==> src/rtl/tx_serializer_if.sv <==
// Serializer bus: parallel word handshake in, serial bit stream out.
// Handshake: a word transfers on a rising clk edge where tx_valid && tx_ready;
// the producer holds tx_data stable while tx_valid is high and tx_ready is low,
// and tx_data is ignored whenever tx_ready is low.
// state_dbg mirrors the serializer FSM (0 = IDLE, 1 = SHIFT) for checkers.
interface tx_serializer_if #(
  parameter int DATA_W = 8
);
  logic [DATA_W-1:0] tx_data;
  logic              tx_valid;
  logic              tx_ready;
  logic              sdo;
  logic              sdo_en;
  logic              tx_done;
  logic              busy;
  logic              state_dbg;

  modport master (
    output tx_data,
    output tx_valid,
    input  tx_ready,
    input  sdo,
    input  sdo_en,
    input  tx_done,
    input  busy,
    input  state_dbg
  );

  modport slave (
    input  tx_data,
    input  tx_valid,
    output tx_ready,
    output sdo,
    output sdo_en,
    output tx_done,
    output busy,
    output state_dbg
  );
endinterface

==> src/rtl/tx_serializer.sv <==
// Parallel-to-serial transmitter with a shifter plus one holding buffer, so
// consecutive words go out back-to-back with no idle gap.
// Optional feature: define TX_SERIALIZER_PARITY_EN to append an even-parity
// bit (XOR of the data word) after the data bits of each frame.
module tx_serializer #(
  parameter int   DATA_W    = 8,
  parameter bit   LSB_FIRST = 1'b0,
  parameter logic IDLE_LVL  = 1'b0
) (
  input logic           clk,
  input logic           rst_n,
  tx_serializer_if.slave bus
);

`ifdef TX_SERIALIZER_PARITY_EN
  localparam int PAR_W = 1;
`else
  localparam int PAR_W = 0;
`endif
  localparam int FRAME_LEN = DATA_W + PAR_W;
  localparam int CW        = $clog2(DATA_W + 1);
  localparam logic [CW-1:0] LAST_IDX     = CW'(FRAME_LEN - 1);
  localparam logic [CW-1:0] PRE_LAST_IDX = CW'(FRAME_LEN - 2);
`ifdef TX_SERIALIZER_PARITY_EN
  localparam logic [CW-1:0] LAST_DATA_IDX = CW'(DATA_W - 1);
`endif

  typedef enum logic {
    IDLE  = 1'b0,
    SHIFT = 1'b1
  } state_t;

  state_t            state;
  logic [DATA_W-1:0] shreg;
  logic [DATA_W-1:0] buf_data;
  logic              buf_full;
  logic [CW-1:0]     cnt;          // index of the frame bit currently on sdo
  logic              sdo_q;
  logic              sdo_en_q;
  logic              tx_done_q;
`ifdef TX_SERIALIZER_PARITY_EN
  logic              parity;
`endif

  logic              accept;
  logic              last;
  logic              load_new;
  logic              load_buf;
  logic              to_buf;
  logic              load;
  logic [DATA_W-1:0] load_word;
  logic [DATA_W-1:0] load_shifted;
  logic [DATA_W-1:0] shreg_shifted;
  logic              load_first;
  logic              next_sdo;

  // A new word goes straight to the shifter when idle or when the current
  // frame is on its last bit; otherwise it waits in the holding buffer.
  assign accept    = bus.tx_valid && !buf_full;
  assign last      = (state == SHIFT) && (cnt == LAST_IDX);
  assign load_new  = accept && ((state == IDLE) || last);
  assign load_buf  = last && buf_full;
  assign to_buf    = accept && (state == SHIFT) && !last;
  assign load      = load_new || load_buf;
  assign load_word = load_buf ? buf_data : bus.tx_data;

  // Bit ordering: pick the first bit of a loaded word and the next bit of the
  // running shifter; the parity bit follows the final data bit.
  always_comb begin
    if (LSB_FIRST) begin
      load_first    = load_word[0];
      load_shifted  = load_word >> 1;
      shreg_shifted = shreg >> 1;
      next_sdo      = shreg[0];
    end else begin
      load_first    = load_word[DATA_W-1];
      load_shifted  = load_word << 1;
      shreg_shifted = shreg << 1;
      next_sdo      = shreg[DATA_W-1];
    end
`ifdef TX_SERIALIZER_PARITY_EN
    if (cnt == LAST_DATA_IDX) next_sdo = parity;
`endif
  end

  // FSM, shifter, holding buffer and registered serial outputs.
  always_ff @(posedge clk or negedge rst_n) begin
    if (!rst_n) begin
      state     <= IDLE;
      shreg     <= '0;
      buf_data  <= '0;
      buf_full  <= 1'b0;
      cnt       <= '0;
      sdo_q     <= IDLE_LVL;
      sdo_en_q  <= 1'b0;
      tx_done_q <= 1'b0;
`ifdef TX_SERIALIZER_PARITY_EN
      parity    <= 1'b0;
`endif
    end else begin
      if (to_buf) begin
        buf_data <= bus.tx_data;
        buf_full <= 1'b1;
      end else if (load_buf) begin
        buf_full <= 1'b0;
      end

      if (load) begin
        state     <= SHIFT;
        shreg     <= load_shifted;
        sdo_q     <= load_first;
        sdo_en_q  <= 1'b1;
        cnt       <= '0;
        tx_done_q <= 1'b0;
`ifdef TX_SERIALIZER_PARITY_EN
        parity    <= ^load_word;
`endif
      end else if (last) begin
        state     <= IDLE;
        shreg     <= '0;
        sdo_q     <= IDLE_LVL;
        sdo_en_q  <= 1'b0;
        cnt       <= '0;
        tx_done_q <= 1'b0;
      end else if (state == SHIFT) begin
        shreg     <= shreg_shifted;
        sdo_q     <= next_sdo;
        cnt       <= cnt + 1'b1;
        tx_done_q <= (cnt == PRE_LAST_IDX);
      end
    end
  end

  assign bus.tx_ready  = !buf_full;
  assign bus.busy      = (state == SHIFT) || buf_full;
  assign bus.sdo       = sdo_q;
  assign bus.sdo_en    = sdo_en_q;
  assign bus.tx_done   = tx_done_q;
  assign bus.state_dbg = (state == SHIFT);

endmodule

==> src/flat_wrapper.sv <==
// flat-port wrapper written by rule: the top's interface ports become plain ports
module tx_serializer_flat 
#(
  parameter int   DATA_W    = 8,
  parameter bit   LSB_FIRST = 1'b0,
  parameter logic IDLE_LVL  = 1'b0
)
  (clk, rst_n, bus_tx_data, bus_tx_valid, bus_tx_ready, bus_sdo, bus_sdo_en, bus_tx_done, bus_busy, bus_state_dbg);
  tx_serializer_if #(.DATA_W(DATA_W)) bus_i ();
  input logic clk;
  input logic rst_n;
  input wire logic [$bits(bus_i.tx_data)-1:0] bus_tx_data;
  input wire logic [$bits(bus_i.tx_valid)-1:0] bus_tx_valid;
  output wire logic [$bits(bus_i.tx_ready)-1:0] bus_tx_ready;
  output wire logic [$bits(bus_i.sdo)-1:0] bus_sdo;
  output wire logic [$bits(bus_i.sdo_en)-1:0] bus_sdo_en;
  output wire logic [$bits(bus_i.tx_done)-1:0] bus_tx_done;
  output wire logic [$bits(bus_i.busy)-1:0] bus_busy;
  output wire logic [$bits(bus_i.state_dbg)-1:0] bus_state_dbg;
  assign bus_i.tx_data = bus_tx_data;
  assign bus_i.tx_valid = bus_tx_valid;
  assign bus_tx_ready = bus_i.tx_ready;
  assign bus_sdo = bus_i.sdo;
  assign bus_sdo_en = bus_i.sdo_en;
  assign bus_tx_done = bus_i.tx_done;
  assign bus_busy = bus_i.busy;
  assign bus_state_dbg = bus_i.state_dbg;
  tx_serializer #(.DATA_W(DATA_W), .LSB_FIRST(LSB_FIRST), .IDLE_LVL(IDLE_LVL)) u_core (.clk(clk), .rst_n(rst_n), .bus(bus_i));
endmodule
==> config.mk <==
export PLATFORM = sky130hd
export DESIGN_NAME = tx_serializer_flat
export DESIGN_NICKNAME = d
export VERILOG_FILES = /design/src/rtl/tx_serializer_if.sv /design/src/rtl/tx_serializer.sv /design/src/flat_wrapper.sv
export SDC_FILE = /design/constraint.sdc
export NUM_CORES = 1
export LEC_CHECK = 0
export ABC_AREA = 0
export BUFFER_PORTS_ARGS = -buffer_cell sky130_fd_sc_hd__buf_2
export CORE_MARGIN = 2
export CORE_UTILIZATION = 45
export CTS_BUF_LIST = sky130_fd_sc_hd__clkbuf_8
export DETAILED_ROUTE_END_ITERATION = 8
export PLACE_DENSITY = 0.66
export RECOVER_POWER = 100
export REMOVE_ABC_BUFFERS = 1
export SYNTH_ARGS = -nofsm -noshare
export SYNTH_HDL_FRONTEND = slang
export SYNTH_SLANG_ARGS = --single-unit
==> constraint.sdc <==
create_clock -name clk -period 2.4 [get_ports clk]
set_clock_uncertainty 0.05 [all_clocks]
set_input_delay 0.12 -clock clk [delete_from_list [all_inputs] [get_ports clk]]
set_output_delay 0.12 -clock clk [all_outputs]
set_load 0.02 [all_outputs]
==> results by group, run 1 <==
Clock tree
  • # clock sinks: 23
  • Cts bufs inserted: 3
  • CTS Hold Bufs: 1
  • CTS tree: built
  • Later-pin clock latency in the skew report: 0.27 ns
  • # resized after CTS: 0
  • Clock transition at the registers of the reported paths: 0.08 ns
  • Root buf cell: clkbuf_8
  • H-tree Lvls: 1
  • Post CTS Setup Buffer Count: 0
  • Clock Tree Buf Depth: 2

Setup path
  • Arrival @ worst endpoint: 1.93 ns
  • CP startpoint kind: flip-flop
  • Slowest stage delay, CP: 0.42 ns
  • Worst path slowest cell: dfrtp_1
  • WP data required: 2.51 ns
  • Crit Path Max Fanout: 9
  • Critical-path cell list: ha_1 > nand3b_1 > and2_4 > or2_0 > a32o_2
  • Critical path class: reg -> reg
  • Setup crit end kind: flip-flop

Final layout
  • # nets final: 127
  • Register area: 576 um^2
  • Layout cells sized above 1: 22.1%
  • Footprint of the multi-input gates: 465 um^2
  • ANT cells: 0
  • Fillers: 228
  • Final core occ: 50.7%
  • Final non-filler cell total: 143
  • Area Overhead vs Synth: 9.42%

Power
  • Seq pwr share: 50.9%
  • Net Sw Power: 0.418 mW
  • Tot Pwr: 1.28 mW
  • Clk pwr share: 18.9%
  • P_leak: 0.596 nW
  • Int Pwr: 0.861 mW
  • Comb power frac: 30.2%
  • Sw Share: 32.7%
  • Power per standard cell area: 1050 nW/um^2
  • Peak supply drop: 0.526 mV

Floorplan
  • Die extent in y: 53.8 um
  • I/O pins: 17
  • Initial Util: 46.3%
  • Core Box Area: 2410 um^2
  • Die width: 53.8 um
  • Row count: 18
  • Die area: 2890 um^2

Run
  • Max Cap Viol: 0

Detailed routing
  • Drt total wl: 2040 um
  • Vias per cell: 5.38
  • Vias: 769
  • Drt drc: 0
  • Drt pass-1 iters: 4
  • Antenna Nets Post-Route: 0
  • 1st-iter DRT viols: 11
  • WL/cell: 14.3 um

Global routing
  • Largest net degree at the start of global routing: 24
  • All-Layer GR Usage: 17.1%
  • Initial antenna violation count: 0
  • Number of global-route vias before repair: 723
  • Total gr overflow: 0
  • First-pass GRT wire length: 3390 um

Timing
  • Final Setup Violations: 0
  • Final Hold Viols: 0
  • Final hold slack: 0.0478 ns
  • Setup_tns: 0 ns
  • Tmin final: 1.82 ns
  • Fmax: 550 MHz
  • Max-slew headroom: 16.9%
  • RSZ-0062 raised after global routing: no
  • Slew Limit Fails: 0
  • Worst-Margin Slew: 1.25 ns
  • Fin crit share: 75.7%

Synth
  • FF+latch count, synth: 23
  • Sequential share of the synthesized area: 51.6%
  • Synth cell types: 29
  • Synth Instances: 98
  • Top cells by area, synth: dfrtp_1, mux2_2, mux2i_1
  • Post-Syn Area: 1120 um^2
  • Yosys top cell by area: dfrtp_1
  • Syn Area/Cell: 11.4 um^2
  • Yosys warning total: 0
  • Share of the synthesized area in the top cell type: 51.6%

Run status
  • Status: complete, no violations

Placement
  • Count of input and output buffers: 16
  • Routability cong.: 0.814
  • Cell count after placement: 138
  • DP Wirelength: 1460 um

Min path
  • Hold Path Class: in -> reg
==> state kept, by name, summed over array words and instances, names as in the netlist <==
name	flops
u_core.buf_data	8
u_core.buf_full	1
u_core.bus.sdo	1
u_core.bus.state_dbg	1
u_core.bus.tx_done	1
u_core.cnt	4
u_core.shreg	7
==> metal layers <==
metal  vias up  global-route usage (%)  share of wire [%]
met5         -                       0                  0
met4         0                    8.97                2.3
met3         5                    3.33                3.2
met2        15                    27.2                 46
met1       372                    21.9                 48
li1        377                       -                  -
==> power by group through the flow <==
| stage | Clock [mW] | Combinational, mW | Sequential, mW |
|---|---|---|---|
| final | 0.242 | 0.386 | 0.650 |
| after floorplan | 0 | 0.303 | 0.636 |
| after CTS | 0.250 | 0.401 | 0.650 |
| after global routing | 0.263 | 0.443 | 0.672 |
| after detailed placement | 0 | 0.400 | 0.659 |
| after global placement | 0 | 0.385 | 0.648 |
==> critical path, delay by kind of cell (launching register included) <==
kind                     cells  cell delay, ns
AND/OR/NAND/NOR              3            0.70
AO/OA/AOI/OAI                1            0.31
adder cells (fa/ha/maj)      1            0.22
flip-flops                   1            0.42
==> layout by cell type, fill, tap and decap left out <==
cell type / n
mux2_2: 8
nand4b_1: 1
o21ai_0: 7
and2_2: 1
or2_2: 1
and3b_1: 1
mux2i_1: 6
and3_1: 2
a221oi_1: 1
a22oi_1: 7
and2_4: 1
dfrtp_1: 23
a21oi_1: 5
nand3_1: 3
nand3b_1: 1
nor2_1: 2
clkinv_2: 1
clkbuf_1: 7
a32o_2: 1
ha_1: 2
inv_1: 4
a211oi_1: 1
clkbuf_8: 3
buf_2: 9
nand2_1: 9
nor2b_1: 2
dlygate4sd3_1: 1
or2_0: 1
xnor2_1: 1
o22ai_1: 1
==> layout make-up <==
class / instances / area share, %
clock buffers: 3 / 3.38
clock inverters: 1 / 0.410
inverters: 4 / 1.23
multi-input cells: 65 / 38.1
flip-flops and latches: 23 / 47.1
well taps: 30 / 3.07
repair buffers: 17 / 6.66
==> through the flow <==
step / setup slack [ns] / area (um^2)
finish: 0.583 / 1220
global route: 0.418 / 1220
CTS: 0.626 / 1230
detailed placement: 0.640 / 1180
global placement: 0.662 / 1180
floorplan: 0.774 / 1060
==> synthesized netlist by cell type (all sizes together) <==
library cell,count
dfrtp,23
nand2,9
mux2,8
a22oi,7
o21ai,7
mux2i,6
a21oi,5
buf,5
inv,4
nand3,3
and2,2
and3,2
ha,2
nor2,2
nor2b,2
or2,2
a211oi,1
a221oi,1
a32o,1
and3b,1
clkbuf,1
nand3b,1
nand4b,1
o22ai,1
xnor2,1
==> worst paths after layout <==
check | startpoint | endpoint | slack, ns | cells past startpoint
max | u_core.cnt[1] | u_core.cnt[1] | 0.58 | 5
min | bus_tx_data[4] | u_core.buf_data[4] | 0.05 | 2
max reg2reg | u_core.cnt[1] | u_core.cnt[1] | 0.58 | 5
min reg2reg | u_core.bus.tx_done | u_core.bus.tx_done | 0.43 | 2
max in group asynchronous | rst_n | u_core.buf_data[7] | 0.98 | 2
min in group asynchronous | rst_n | u_core.bus.tx_done | 0.59 | 2
==> logic make-up (layout without fill, tap and decap cells) <==
group / Yosys count / after routing / synth area share (%)
simple gates: 25 / 25 / 12.4
mux: 14 / 14 / 13.5
flops: 23 / 23 / 51.6
fa+ha+maj: 2 / 2 / 2.24
xor+xnor: 1 / 1 / 0.785
compound gates: 23 / 23 / 13.1
buf+inv: 10 / 25 / 6.39
Note: power is estimated with default switching activity, not from simulation.
==> inputs of run 2 (changes only) <==
Settings changed: ABC_AREA 0 to 1, PLACE_DENSITY 0.66 to 0.65.
Clock period 2.4 ns to 1.7 ns, I/O delays scaled along.
==> run 2 against run 1 <==
Effect of this change: synthesized cell count is 45% higher; sequential cell count stayed put; routed wire length is 22% higher; highest routed layer unchanged.
==> results by group, run 2 <==
Final layout
  • Final core occ: 55.6% (+4.9 points)
  • Layout cells sized above 1: 22.4% (+0.30 points)
  • ANT cells: 0 (unchanged)
  • # nets final: 179 (+41%)
  • Top Registers: u_core.buf_data (8), u_core.shreg (7), u_core.cnt (4)
  • Most common cell after layout, fill and taps aside: nand2_1
  • Final non-filler cell total: 195 (+36%)
  • Fillers: 247 (+8.3%)
  • Commonest non-fill, non-tap cells in the layout: nand2_1, dfrtp_1, nand3_1
  • Area Overhead vs Synth: 15.9%
  • Max reg flops: 8 (unchanged)
  • Top reg by flops: u_core.buf_data

Detailed routing
  • Vias per cell: 5.13 (-4.6%)
  • Vias: 1,000 (+30%)
  • WL/cell: 12.8 um (-10%)
  • 1st-iter DRT viols: 20 (+9)
  • Antenna Nets Post-Route: 0 (unchanged)
  • Drt drc: 0 (unchanged)
  • Drt pass-1 iters: 4 (unchanged)
  • Drt total wl: 2490 um (+22%)

Synth
  • Top cells by area, synth: dfrtp_1, nand2_1, nand3_1
  • EDFF count, synth: 0 (unchanged)
  • Post-Syn Area: 1210 um^2 (+8.4%)
  • Share of the synthesized area in the top cell type: 47.6% (-4.0 points)
  • Synth Instances: 142 (+45%)
  • Post-synth top cells: nand2_1, dfrtp_1, nand3_1, inv_1, mux2_2
  • Yosys warning total: 0 (unchanged)
  • Synth cell types: 25 (-14%)
  • FF+latch count, synth: 23 (unchanged)
  • Sequential share of the synthesized area: 47.6% (-4.0 points)
  • Ys async rst share: 100% (unchanged)
  • Yosys top cell by area: dfrtp_1
  • Count leader, synth: nand2_1
  • Syn Area/Cell: 8.52 um^2 (-25%)
  • Ys flop type: dfrtp_1

Run status
  • Status: complete, no violations

Global routing
  • Layer with the highest usage: met2
  • Largest net degree at the start of global routing: 24 (unchanged)
  • Number of global-route vias before repair: 995 (+38%)
  • First-pass GRT wire length: 4440 um (+31%)
  • Met2 Use GR: 26.7% (-0.54 points)
  • Met3 Use GR: 2.79% (-0.54 points)
  • Total gr overflow: 0 (unchanged)
  • All-Layer GR Usage: 17.6% (+0.43 points)
  • Initial antenna violation count: 0 (unchanged)
  • Routing usage on met1: 26.4% (+4.4 points)

Clock tree
  • Clock Tree Buf Depth: 2 (unchanged)
  • Cts bufs inserted: 3 (unchanged)
  • # clock sinks: 23 (unchanged)
  • Root buf cell: clkbuf_8
  • H-tree Lvls: 1 (unchanged)
  • Later-pin clock latency in the skew report: 0.26 ns (about the same)
  • Clock transition at the registers of the reported paths: 0.09 ns (about the same)
  • CTS tree: built

Timing
  • Fin crit share: 90.1% (+14 points)
  • Setup_tns: 0 ns (unchanged)
  • Fmax: 653 MHz (+19%)
  • RSZ-0062 raised after global routing: no
  • Max-slew headroom: 61.1% (+44 points)
  • Final Hold Viols: 0 (unchanged)
  • Tmin final: 1.53 ns (-0.286 ns)
  • Worst-Margin Slew: 0.583 ns (-0.663 ns)
  • Slew Limit Fails: 0 (unchanged)
  • Final Setup Violations: 0 (unchanged)

Setup path
  • Setup crit end kind: flip-flop
  • Worst path slowest cell: dfrtp_1
  • Crit path top cell by count: nand2_1
  • WP data required: 1.85 ns (-0.66 ns)
  • Critical-path cell list: ha_1 > nand2_2 > nor2_4 > buf_4 > nand3_1 > nand2_1 > nand2_1 > nand2_1 > nand2_1 > nand2_1
  • Arrival @ worst endpoint: 1.69 ns (-0.24 ns)
  • R2R setup slack: 0.17 ns (-0.41 ns)
  • Critical Path Source: u_core.cnt[0]
  • Crit Path Max Fanout: 6 (-3)
  • Worst R2R End: u_core.shreg[7]
  • Critical path class: reg -> reg
  • Critical path depth in cells: 10 (+5)
  • Worst setup endpoint: u_core.shreg[7]
  • CP startpoint kind: flip-flop
  • R2R cell count: 10 (+5)
  • Bufs and invs on worst path: 1 (+1)
  • Worst R2R Start: u_core.cnt[0]
  • Slowest stage delay, CP: 0.41 ns (about the same)
  • Delay-heaviest family, CP: simple AND/OR/NAND/NOR gates

Placement
  • Cell count after placement: 189 (+37%)
  • DP Wirelength: 1820 um (+25%)
  • Count of input and output buffers: 16 (unchanged)
  • Routability cong.: 0.879 (+8.0%)

Floorplan
  • Die extent in y: 55.9 um (+3.8%)
  • Row count: 18 (unchanged)
  • Die area: 3120 um^2 (+7.8%)
  • Die width: 55.9 um (+3.8%)
  • Initial Util: 48.0% (+1.7 points)
  • I/O pins: 17 (unchanged)
  • Core Box Area: 2520 um^2 (+4.7%)

Min path
  • Hold Path Class: in -> reg

Power
  • P_leak: 0.736 nW (+23%)
  • Peak supply drop: 0.912 mV (+73%)
  • Power per standard cell area: 1650 nW/um^2 (+57%)

Run
  • Max Cap Viol: 0 (unchanged)
-- run 2: changes by cell type after synthesis, moves of 4 or more --
cell     previous run  this run
mux2i_1             6         0
buf_6               4         0
a22oi_1             7         0
nand2_1             8        58
nand3_1             3        16
o21ai_0             7         1
inv_1               4         9
-- run 2: power by group --
group / internal [mW] / leakage (nW) / switching (mW)
clock network: 0.164 / 0.0255 / 0.178
logic: 0.392 / 0.426 / 0.614
registers: 0.785 / 0.285 / 0.179
total: 1.34 / 0.736 / 0.972
-- run 2: kinds of logic after synthesis --
group	Yosys count	share of synthesized area, %
multiplexers	8	7.45
adder cells (fa/ha/maj)	2	2.07
AND/OR/NAND/NOR	86	33.3
buffers and inverters	14	5.07
XOR/XNOR	1	0.724
AO/OA/AOI/OAI	8	3.83
flip-flops	23	47.6
-- run 2: timing repair --
item,4_1_cts,5_1_grt
hold buffers,2,0
gates resized for setup,0,1
setup buffers,0,0
hold endpoints to repair,24,0
setup endpoints to repair,0,6
-- run 2: worst min-delay path by stage --
stage / from / cells past startpoint / endpoint / slack (ns)
after floorplan: rst_n / 0 / u_core.buf_data[0] / -0.26
after global placement: rst_n / 1 / u_core.bus.tx_done / 0.04
after detailed placement: rst_n / 1 / u_core.cnt[0] / 0.05
after CTS: bus_tx_data[4] / 2 / u_core.buf_data[4] / 0.006
after global routing: bus_tx_data[5] / 2 / u_core.buf_data[5] / 0.02
final: bus_tx_data[4] / 2 / u_core.buf_data[4] / 0.01
-- run 2: area by class of cell --
cell class              instances  area [um^2]  share of cell area (%)
inverters                      11         41.3                    2.94
clock inverters                 1         5.00                   0.357
repair buffers                 22          124                    8.83
well taps                      30         37.5                    2.68
flip-flops and latches         23          576                    41.0
clock buffers                   3         41.3                    2.94
multi-input cells             105          578                    41.2
-- run 2: per-stage QoR --
step / hold WS (ns) / setup slack (ns) / area (um^2) / total power [mW]
after floorplan: -0.261 / 0.0859 / 1190 / 1.66
after global placement: 0.0426 / 0.155 / 1340 / 1.95
after detailed placement: 0.0492 / 0.118 / 1340 / 1.98
after CTS: 0.00554 / 0.0983 / 1400 / 2.33
after global routing: 0.0155 / 0.00858 / 1400 / 2.51
final: 0.0119 / 0.169 / 1400 / 2.31
-- run 2: routing by layer --
layer  share of wire, %  vias to the layer above  wire (um)
li1                   -                      500          -
met1                 52                      480       1300
met2                 44                       18       1110
met3                2.6                        2         66
met4               0.84                        0         21
met5                  0                        -          0
==> inputs of run 3 (changes only) <==
Settings changed: CAP_MARGIN from default to 30, GPL_ROUTABILITY_DRIVEN from default to 0, RECOVER_POWER 100 to 25.
==> run 3 against run 2 <==
Effect of this change: total power is 0.62% higher; sequential power hardly changed; non-clock buffer count stayed put; sequential share of layout area is 0.18 points lower; setup slack hardly changed; cell area is 0.45% higher; highest routed layer unchanged.
==> results by group, run 3 (same netlist as run 2, synthesis figures left out) <==
Run status
  • Status: complete, no violations

Detailed routing
  • Drt drc: 0 (unchanged)
  • Vias per cell: 5.13 (unchanged)
  • Vias: 1,000 (unchanged)
  • Drt total wl: 2490 um (about the same)
  • Drt pass-1 iters: 4 (unchanged)
  • 1st-iter DRT viols: 19 (-5.0%)
  • Antenna Nets Post-Route: 0 (unchanged)
  • WL/cell: 12.8 um (about the same)

Timing
  • Final hold slack: 0.0119 ns (unchanged)
  • Tmin final: 1.53 ns (+0.000129 ns)
  • Fmax: 653 MHz (about the same)
  • Fin crit share: 90.1% (about the same)
  • Worst-Margin Slew: 0.584 ns (+0.000453 ns)
  • Setup_tns: 0 ns (unchanged)
  • RSZ-0062 raised after global routing: no
  • Setup ws final: 0.169 ns (-0.000129 ns)
  • Slew Limit Fails: 0 (unchanged)
  • Max-slew headroom: 61.1% (about the same)
  • Final Hold Viols: 0 (unchanged)
  • Final Setup Violations: 0 (unchanged)

Final layout
  • Max reg flops: 8 (unchanged)
  • Final non-filler cell total: 195 (unchanged)
  • Commonest non-fill, non-tap cells in the layout: nand2_1, dfrtp_1, nand3_1
  • ANT cells: 0 (unchanged)
  • Top Registers: u_core.buf_data (8), u_core.shreg (7), u_core.cnt (4)
  • Top reg by flops: u_core.buf_data
  • Area Overhead vs Synth: 16.4%
  • Layout cells sized above 1: 26.1% (+3.6 points)
  • Footprint of the multi-input gates: 578 um^2 (unchanged)
  • # nets final: 179 (unchanged)
  • Most common cell after layout, fill and taps aside: nand2_1
  • Fillers: 243 (-1.6%)
  • Register area: 576 um^2 (unchanged)

Placement
  • Count of input and output buffers: 16 (unchanged)
  • Dpl ws: 0.118 ns (unchanged)
  • Cell count after placement: 189 (unchanged)
  • DP Wirelength: 1820 um (unchanged)

Floorplan
  • Row count: 18 (unchanged)
  • Die extent in y: 55.9 um (unchanged)
  • Die width: 55.9 um (unchanged)
  • Die area: 3120 um^2 (unchanged)
  • Core Box Area: 2520 um^2 (unchanged)
  • Initial Util: 48.0% (unchanged)
  • I/O pins: 17 (unchanged)

Global routing
  • Initial antenna violation count: 0 (unchanged)
  • Total gr overflow: 0 (unchanged)
  • First-pass GRT wire length: 4440 um (unchanged)
  • Largest net degree at the start of global routing: 24 (unchanged)
  • Number of global-route vias before repair: 995 (unchanged)
  • All-Layer GR Usage: 17.6% (unchanged)

Min path
  • Hold Path Class: in -> reg
  • Hold wc startpoint: bus_tx_data[4]
  • Hold path depth: 2 (unchanged)

Setup path
  • Critical Path Source: u_core.cnt[0]
  • Setup crit end kind: flip-flop
  • CP startpoint kind: flip-flop
  • Arrival @ worst endpoint: 1.69 ns (about the same)
  • Worst R2R Start: u_core.cnt[0]
  • Crit Path Max Fanout: 6 (unchanged)
  • Critical path class: reg -> reg
  • WP data required: 1.85 ns (about the same)
  • R2R cell count: 10 (unchanged)

Power
  • Clk pwr share: 14.7% (about the same)
  • Peak supply drop: 0.916 mV (+0.36%)
  • P_leak: 0.752 nW (+2.1%)
  • Int Pwr: 1.36 mW (+1.1%)
  • Seq pwr share: 41.4% (-0.3 points)
  • Sw Share: 41.8% (-0.26 points)
  • Comb power frac: 43.9% (+0.4 points)
  • Power per standard cell area: 1650 nW/um^2 (+0.18%)
  • Tot Pwr: 2.33 mW (+0.62%)
  • Net Sw Power: 0.972 mW (about the same)

Clock tree
  • Clock Tree Buf Depth: 2 (unchanged)
  • CTS tree: built
  • Later-pin clock latency in the skew report: 0.26 ns (about the same)
  • Root buf cell: clkbuf_8
  • Clock transition at the registers of the reported paths: 0.09 ns (about the same)
  • H-tree Lvls: 1 (unchanged)
  • # clock sinks: 23 (unchanged)
  • Cts bufs inserted: 3 (unchanged)
  • Post CTS Setup Buffer Count: 0 (unchanged)

Run
  • Max Cap Viol: 0 (unchanged)
run 3: cell type report:
cell class	instances	area share (%)
Clock buffer	3	2.93
Clock inverter	1	0.355
Inverter	11	2.93
Multi-Input combinational cell	105	41.0
Sequential cell	23	40.9
Tap cell	30	2.66
Timing Repair Buffer	22	9.24
run 3: worst max-delay path: stages (launching register included):
cell     delay, ns
dfrtp_1       0.41
ha_1          0.22
nand2_2       0.10
nor2_4        0.19
buf_4         0.17
nand3_1       0.06
nand2_1       0.08
nand2_1       0.05
nand2_1       0.05
nand2_1       0.04
nand2_1       0.04
run 3: stage by stage:
stage,util (%),cell area [um^2]
2_1_floorplan,-,1190
3_3_place_gp,53.0,1340
3_5_place_dp,53.0,1340
4_1_cts,55.7,1400
5_1_grt,55.9,1410
6_report,55.9,1410
run 3: path summary, 6_finish.rpt:
path | endpoint | slack (ns)
worst max-delay path | u_core.shreg[7] | 0.17
worst min-delay path | u_core.buf_data[4] | 0.01
worst max register to register | u_core.shreg[7] | 0.17
worst min register to register | u_core.shreg[3] | 0.44
max in group asynchronous | u_core.buf_data[7] | 0.92
min in group asynchronous | u_core.shreg[6] | 0.29
run 3: what timing repair did:
item | CTS | global route
endpoints found under the hold margin | 24 | 0
setup endpoints to repair | 0 | 6
hold buffers | 2 | 0
resized for setup | 0 | 1
run 3: routing by layer:
layer	wire [um]	global-route usage, %
met3	69	2.79
met4	21	4.08
met2	1110	26.7
met1	1300	26.4
met5	0	0
run 3: power groups by stage:
| stage | Sequential (mW) | Combinational, mW | Clock [mW] |
|---|---|---|---|
| floorplan | 1.00 | 0.656 | 0 |
| global placement | 0.962 | 0.992 | 0 |
| detailed placement | 0.965 | 1.02 | 0 |
| CTS | 0.958 | 1.02 | 0.353 |
| global route | 0.993 | 1.16 | 0.376 |
| finish | 0.963 | 1.02 | 0.342 |
